## config.mk

```make
export PLATFORM = sky130hd
export DESIGN_NAME = dmem_req_bridge
export DESIGN_NICKNAME = d
export VERILOG_FILES = /design/src/rtl/dmem_req_bridge.sv
export SDC_FILE = /design/constraint.sdc
export NUM_CORES = 1
export LEC_CHECK = 0
export CAP_MARGIN = 30
export CORE_AREA = 2 2 163 165
export CTS_CLUSTER_SIZE = 30
export DETAILED_ROUTE_END_ITERATION = 8
export DIE_AREA = 0 0 165 167
export GPL_TIMING_DRIVEN = 0
export HOLD_SLACK_MARGIN = 0.05
export PLACE_DENSITY_LB_ADDON = 0.25
export RECOVER_POWER = 50
export SLEW_MARGIN = 20
export SYNTH_ARGS = -nofsm -noshare
export SYNTH_HDL_FRONTEND = slang
export SYNTH_SLANG_ARGS = --single-unit
export TNS_END_PERCENT = 1
```

## constraint.sdc

```tcl
create_clock -name CLK -period 3.75 [get_ports CLK]
set_clock_uncertainty 0.15 [all_clocks]
set_input_delay 0.75 -clock CLK [delete_from_list [all_inputs] [get_ports CLK]]
set_output_delay 0.75 -clock CLK [all_outputs]
set_load 0.005 [all_outputs]
```

## src/rtl/dmem_req_bridge.sv

```systemverilog
// dmem_req_bridge
//    Data-side bridge from the core's scalar load/store port to a 128-bit,
//    line-oriented memory controller. One request is in flight at a time;
//    the core is stalled via o_busy until the transaction completes.
//
// State table
//    state   | meaning
//    IDLE    | waiting for a core request; illegal requests fault here
//    REQ     | line request presented on the memory bus, waiting for ready
//    WAIT    | load issued, waiting for the read line
//    DONE    | transaction complete; o_rvalid pulses for loads
//
// Ports
//    CLK, RST_X            clock, async active-low reset
//    i_req/i_we/i_addr     core request strobe, store flag, byte address
//    i_wdata/i_ctrl        right-aligned store data, size code
//    o_busy                core stall (combinational on i_req in IDLE)
//    o_rvalid/o_rdata      load completion pulse, extended load data
//    o_fault               pulse for misaligned or reserved-size request
//    o_mem_*/i_mem_*       valid/ready line request, read-data return
module dmem_req_bridge #(
   parameter int ADDR_W = 32
) (
   input  logic              CLK,
   input  logic              RST_X,
   input  logic              i_req,
   input  logic              i_we,
   input  logic [ADDR_W-1:0] i_addr,
   input  logic [31:0]       i_wdata,
   input  logic [2:0]        i_ctrl,
   output logic              o_busy,
   output logic              o_rvalid,
   output logic [31:0]       o_rdata,
   output logic              o_fault,
   output logic              o_mem_valid,
   input  logic              i_mem_ready,
   output logic              o_mem_we,
   output logic [ADDR_W-1:0] o_mem_addr,
   output logic [127:0]      o_mem_wdata,
   output logic [15:0]       o_mem_wmask,
   input  logic              i_mem_rvalid,
   input  logic [127:0]      i_mem_rdata
);

   typedef enum logic [1:0] {
      ST_IDLE = 2'd0,
      ST_REQ  = 2'd1,
      ST_WAIT = 2'd2,
      ST_DONE = 2'd3
   } state_t;

   state_t            state, state_nxt;
   logic              we_q;
   logic [ADDR_W-1:0] addr_q;
   logic [2:0]        ctrl_q;
   logic [31:0]       wdata_q;
   logic [31:0]       rdata_q;
   logic              fault_q;
   logic              req_legal;
   logic [3:0]        off0, off1, off2, off3;
   logic [31:0]       lane;
   logic [31:0]       load_ext;

   always_comb begin
      req_legal = 1'b0;
      case (i_ctrl)
         3'b000, 3'b100: req_legal = 1'b1;
         3'b001, 3'b101: req_legal = ~i_addr[0];
         3'b010:         req_legal = (i_addr[1:0] == 2'b00);
         default:        req_legal = 1'b0;
      endcase
   end

   // Byte-wise lane pick with 4-bit wrapping offsets keeps every index in
   // range; wrap never matters because aligned accesses stay inside the line.
   assign off0 = addr_q[3:0];
   assign off1 = addr_q[3:0] + 4'd1;
   assign off2 = addr_q[3:0] + 4'd2;
   assign off3 = addr_q[3:0] + 4'd3;
   assign lane = {i_mem_rdata[{off3, 3'b000} +: 8], i_mem_rdata[{off2, 3'b000} +: 8],
                  i_mem_rdata[{off1, 3'b000} +: 8], i_mem_rdata[{off0, 3'b000} +: 8]};

   always_comb begin
      load_ext = lane;
      case (ctrl_q)
         3'b000:  load_ext = {{24{lane[7]}}, lane[7:0]};
         3'b001:  load_ext = {{16{lane[15]}}, lane[15:0]};
         3'b100:  load_ext = {24'h0, lane[7:0]};
         3'b101:  load_ext = {16'h0, lane[15:0]};
         default: load_ext = lane;
      endcase
   end

   always_ff @(posedge CLK or negedge RST_X) begin
      if (!RST_X) begin
         state   <= ST_IDLE;
         we_q    <= 1'b0;
         addr_q  <= '0;
         ctrl_q  <= 3'b000;
         wdata_q <= 32'h0;
         rdata_q <= 32'h0;
         fault_q <= 1'b0;
      end else begin
         state   <= state_nxt;
         fault_q <= 1'b0;
         if (state == ST_IDLE && i_req) begin
            if (req_legal) begin
               we_q    <= i_we;
               addr_q  <= i_addr;
               ctrl_q  <= i_ctrl;
               wdata_q <= i_wdata;
            end else begin
               fault_q <= 1'b1;
            end
         end
         if (state == ST_WAIT && i_mem_rvalid)
            rdata_q <= load_ext;
      end
   end

   always_comb begin
      state_nxt   = state;
      o_busy      = 1'b0;
      o_mem_valid = 1'b0;
      o_rvalid    = 1'b0;
      case (state)
         ST_IDLE: begin
            if (i_req && req_legal) begin
               o_busy    = 1'b1;
               state_nxt = ST_REQ;
            end
         end
         ST_REQ: begin
            o_busy      = 1'b1;
            o_mem_valid = 1'b1;
            if (i_mem_ready)
               state_nxt = we_q ? ST_DONE : ST_WAIT;
         end
         ST_WAIT: begin
            o_busy = 1'b1;
            if (i_mem_rvalid)
               state_nxt = ST_DONE;
         end
         ST_DONE: begin
            o_rvalid  = ~we_q;
            state_nxt = ST_IDLE;
         end
         default: state_nxt = ST_IDLE;
      endcase
   end

   // Request fields come straight from the latched request so they are
   // stable for the whole REQ phase regardless of core-side activity.
   always_comb begin
      o_mem_wdata = {4{wdata_q}};
      o_mem_wmask = 16'h000F << addr_q[3:0];
      case (ctrl_q[1:0])
         2'b00: begin
            o_mem_wdata = {16{wdata_q[7:0]}};
            o_mem_wmask = 16'h0001 << addr_q[3:0];
         end
         2'b01: begin
            o_mem_wdata = {8{wdata_q[15:0]}};
            o_mem_wmask = 16'h0003 << addr_q[3:0];
         end
         default: begin
            o_mem_wdata = {4{wdata_q}};
            o_mem_wmask = 16'h000F << addr_q[3:0];
         end
      endcase
      if (!we_q)
         o_mem_wmask = 16'h0000;
   end

   assign o_mem_we   = we_q & (state == ST_REQ);
   assign o_mem_addr = {addr_q[ADDR_W-1:4], 4'b0000};
   assign o_rdata    = rdata_q;
   assign o_fault    = fault_q;

endmodule
```

==> impl_metrics.yaml, run 1 <==
status:
  status: "complete, but fails checks"
  violations: "negative setup slack"
clocking:
  cts_buffers: 9
  root_buffer: "clkbuf_16"
  cts_tree: "yes"
  htree_levels: 3
  cts_setup_buffers: 0
  clk_pin_slew_ns: 0.07
  cts_hold_buf: 0
  clockBufferDepth: 2
  clock_latency_ns: 0.35
  clkSinkCount: 103
global_route:
  antenna_found_initial: 2
  grt_use_total_pct: 27.8
  grt_max_degree: 79
  overflow: 0
  grt_pass1_vias: 9046
  grt_pass1_wl_um: 56600
detailed_routing:
  top_layer: "met4"
  first_pass_iters: 5
  route.met2.wl_um: 19500
  wl_per_cell_um: 23.7
  drtAntennaViolNets: 0
  drtIter0Drc: 726
  wl_met1_um: 13000
  vias_per_cell: 5.60
  wl_um: 38300
  num_vias: 9038
  route.detailed.drc: 0
  dr_wl_met3_um: 4120
synth:
  synth-seq-area-share_pct: 26.1
  synth_top_cells_by_area: "mux4_2 (31%), dfrtp_1 (26%), buf_4 (11%)"
  yosysUniqueCellTypes: 46
  async_flop_share_pct: 100
  synth_edf_count: 0
  synth_most_common_cell: "buf_4"
  ys.flop_type: "dfrtp_1"
  yosysWarningCount: 0
  netlist_area_um2: 9880
  syn_inst: 848
  synth_area_per_cell_um2: 11.7
  synth_commonest_cells: "buf_4 (146), mux4_2 (136), dfrtp_1 (103), nand2_1 (95), mux2_2 (90)"
  ys_seq_elements: 103
  yosysTopAreaCellShare_pct: 31.0
  yosys.area.top_type: "mux4_2"
worst_setup_path:
  crit_fanout: 10
  worstReg2RegEnd: "o_rdata[11]"
  path_class: "input pin to output port"
  cp.arrival_ns: 2.87
  startpoint_type: "input pin"
  end_kind: "output port"
  crit_required_ns: 2.85
  critPathSlowestCell: "clkdlybuf4s50_1"
  cpPeakStageDelay_ns: 0.51
  reg2reg_from: "addr_q[1]"
  reg2reg_depth: 12
  path_cells: "clkdlybuf4s50_1 > o31a_1 > o22ai_2 > nor2b_1 > buf_4 > buf_6 > nor2_1 > nor2_1 > clkdlybuf4s50_1"
  critPathLaunch: "i_ctrl[0]"
  reg2reg_slack_ns: 0.22
floorplan:
  die_y_um: 167
  initial_core_util_pct: 38.4
  core.rowCount: 59
  core_area_um2: 25800
  die_w_um: 165
  die_area_um2: 27600
  ioPinCount: 414
finish:
  num-nets-final: 1484
  multi_input_area_um2: 5910
  stdcell_area_um2: 14800
  seq_area_um2: 2580
  area_growth_pct: 49.7
  fill_cells: 2182
  drive_gt1_share_pct: 34.5
placement:
  port_buffers: 409
  place.gp.congestion: 0.946
  place_hpwl_um: 30500
  place_area_um2: 14400
  pre_cts_ws_ns: -0.558
job:
  cap_violations: 0
sta:
  timing.fmax_mhz: 265
  slew_violations: 0
  rsz0062_at_grt: "true"
  period_share_pct: 101
  setup_viol_count_final: 1
  worst_pin_slew_ns: 1.47
  fin_crit_ns: 3.77
  hold_viol: 0
  relSlewSlack_pct: 2.23
  setup_ws_ns: -0.0232
worst_hold_path:
  min_from: "o_rdata[4]"
  hold_depth: 1
  holdPathEnd: "o_rdata[4]"
  min_path_type: "flip-flop to flip-flop"
power_and_ir_drop:
  leakage_nw: 5.93
  power_density_nw_per_um2: 1020
  peakVddDrop_uv: 542
  finalPower_mw: 15.1
==> state kept, by name (all words and copies together) (netlist names) <==
| signal | count |
|---|---|
| ctrl_q | 3 |
| o_fault | 1 |
| o_rdata | 32 |
| addr_q | 32 |
| wdata_q | 32 |
| we_q | 1 |
| state | 2 |
==> per-stage QoR <==
stage / TNS (ns) / utilization, % / hold slack (ns) / cells
after floorplan: 0 / - / 0.304 / 851
after global placement: -245.19 / 55.9 / 0.333 / 1595
after detailed placement: -7.58 / 56.0 / 0.344 / 1596
after CTS: -0.784 / 57.3 / 0.101 / 1612
after global routing: -0.152 / 57.5 / 0.367 / 1614
final: -0.0232 / 57.5 / 0.354 / 1614
==> layout make-up <==
type / count / area share, %
Clock inverter: 7 / 0.541
Tap cell: 335 / 2.83
Inverter: 7 / 0.203
Timing Repair Buffer: 410 / 27.7
Buffer: 202 / 9.84
Clock buffer: 9 / 1.52
Sequential cell: 103 / 17.4
Multi-Input combinational cell: 539 / 39.9
Antenna cell: 2 / 0.0338
==> cell usage in the layout, fill, tap and decap left out, drive strengths merged, types with 4 or more instances in the layout <==
| cell type | Yosys | routed |
|---|---|---|
| nor3 | 5 | 5 |
| inv | 6 | 8 |
| xor2 | 5 | 5 |
| nand2 | 95 | 95 |
| clkbuf | 18 | 32 |
| mux2i | 30 | 30 |
| mux2 | 90 | 90 |
| mux4 | 136 | 136 |
| o211ai | 9 | 9 |
| nand3 | 29 | 29 |
| a31oi | 16 | 16 |
| a21oi | 14 | 14 |
| clkdlybuf4s50 | 0 | 348 |
| nor2 | 44 | 44 |
| buf | 184 | 181 |
| conb | 1 | 4 |
| a22oi | 4 | 4 |
| dlygate4sd3 | 0 | 60 |
| ha | 11 | 11 |
| dfrtp | 103 | 103 |
| nor2b | 5 | 5 |
| o21ai | 16 | 16 |
==> where the power goes <==
part / total [mW] / leakage [nW] / internal, mW / switching (mW)
Clock: 0.969 / 0.143 / 0.525 / 0.444
Combinational: 12.0 / 4.56 / 6.84 / 5.21
Sequential: 2.13 / 1.22 / 1.67 / 0.453
==> repair_timing <==
action                                  in CTS  in global routing
endpoints found under the hold margin        0                  0
endpoints found under the setup margin     117                 42
gates resized for setup                     19                 27
==> worst max-delay path by stage <==
| stage | endpoint | slack (ns) | cells after the start |
|---|---|---|---|
| floorplan | o_rdata[10] | 0.59 | 11 |
| global placement | o_rdata[4] | -2.32 | 1 |
| detailed placement | o_rdata[27] | -0.56 | 13 |
| CTS | o_mem_wmask[11] | -0.20 | 5 |
| global route | o_busy | -0.15 | 9 |
| finish | o_busy | -0.02 | 9 |
==> layer usage <==
| metal | up-vias | track usage (%) |
|---|---|---|
| li1 | 3904 | - |
| met1 | 4402 | 32.3 |
| met2 | 632 | 48.6 |
| met3 | 100 | 6.85 |
| met4 | 0 | 11.4 |
| met5 | - | 0 |
==> worst max-delay path, delay by kind of cell <==
family                 cells  cell delay, ns
buffers and inverters      4            1.36
AOI/OAI and AO/OA          2            0.48
and+or+nand+nor            3            0.28
==> cell families (layout without fill, tap and decap cells) <==
logic type	after synthesis	in the layout	share of synthesized area, %
multiplexers	256	256	44.3
buffers and inverters	209	635	14.4
AND/OR/NAND/NOR	188	188	8.05
flip-flops	103	103	26.1
AO/OA/AOI/OAI	73	73	4.81
adder cells (fa/ha/maj)	11	11	1.39
XOR/XNOR	7	7	1.00
other	1	6	0.0379
Note: power is estimated with default switching activity, not from simulation.
==> inputs of run 2 (changes only) <==
--- a/config.mk
+++ b/config.mk
@@ -5,6 +5,7 @@
 export SDC_FILE = /design/constraint.sdc
 export NUM_CORES = 1
 export LEC_CHECK = 0
+export ABC_CLOCK_PERIOD_IN_PS = 3750
 export CAP_MARGIN = 30
 export CORE_AREA = 2 2 163 165
 export CTS_CLUSTER_SIZE = 30
==> results of run 2 <==
No change in the layout: final DEF, timing and power equal those of run 1.
==> inputs of run 3 (changes only) <==
--- a/config.mk
+++ b/config.mk
@@ -8,7 +8,6 @@
 export ABC_CLOCK_PERIOD_IN_PS = 3750
 export CAP_MARGIN = 30
 export CORE_AREA = 2 2 163 165
-export CTS_CLUSTER_SIZE = 30
 export DETAILED_ROUTE_END_ITERATION = 8
 export DIE_AREA = 0 0 165 167
 export GPL_TIMING_DRIVEN = 0
==> results of run 3 <==
No change in the layout: final DEF, timing and power equal those of run 1.
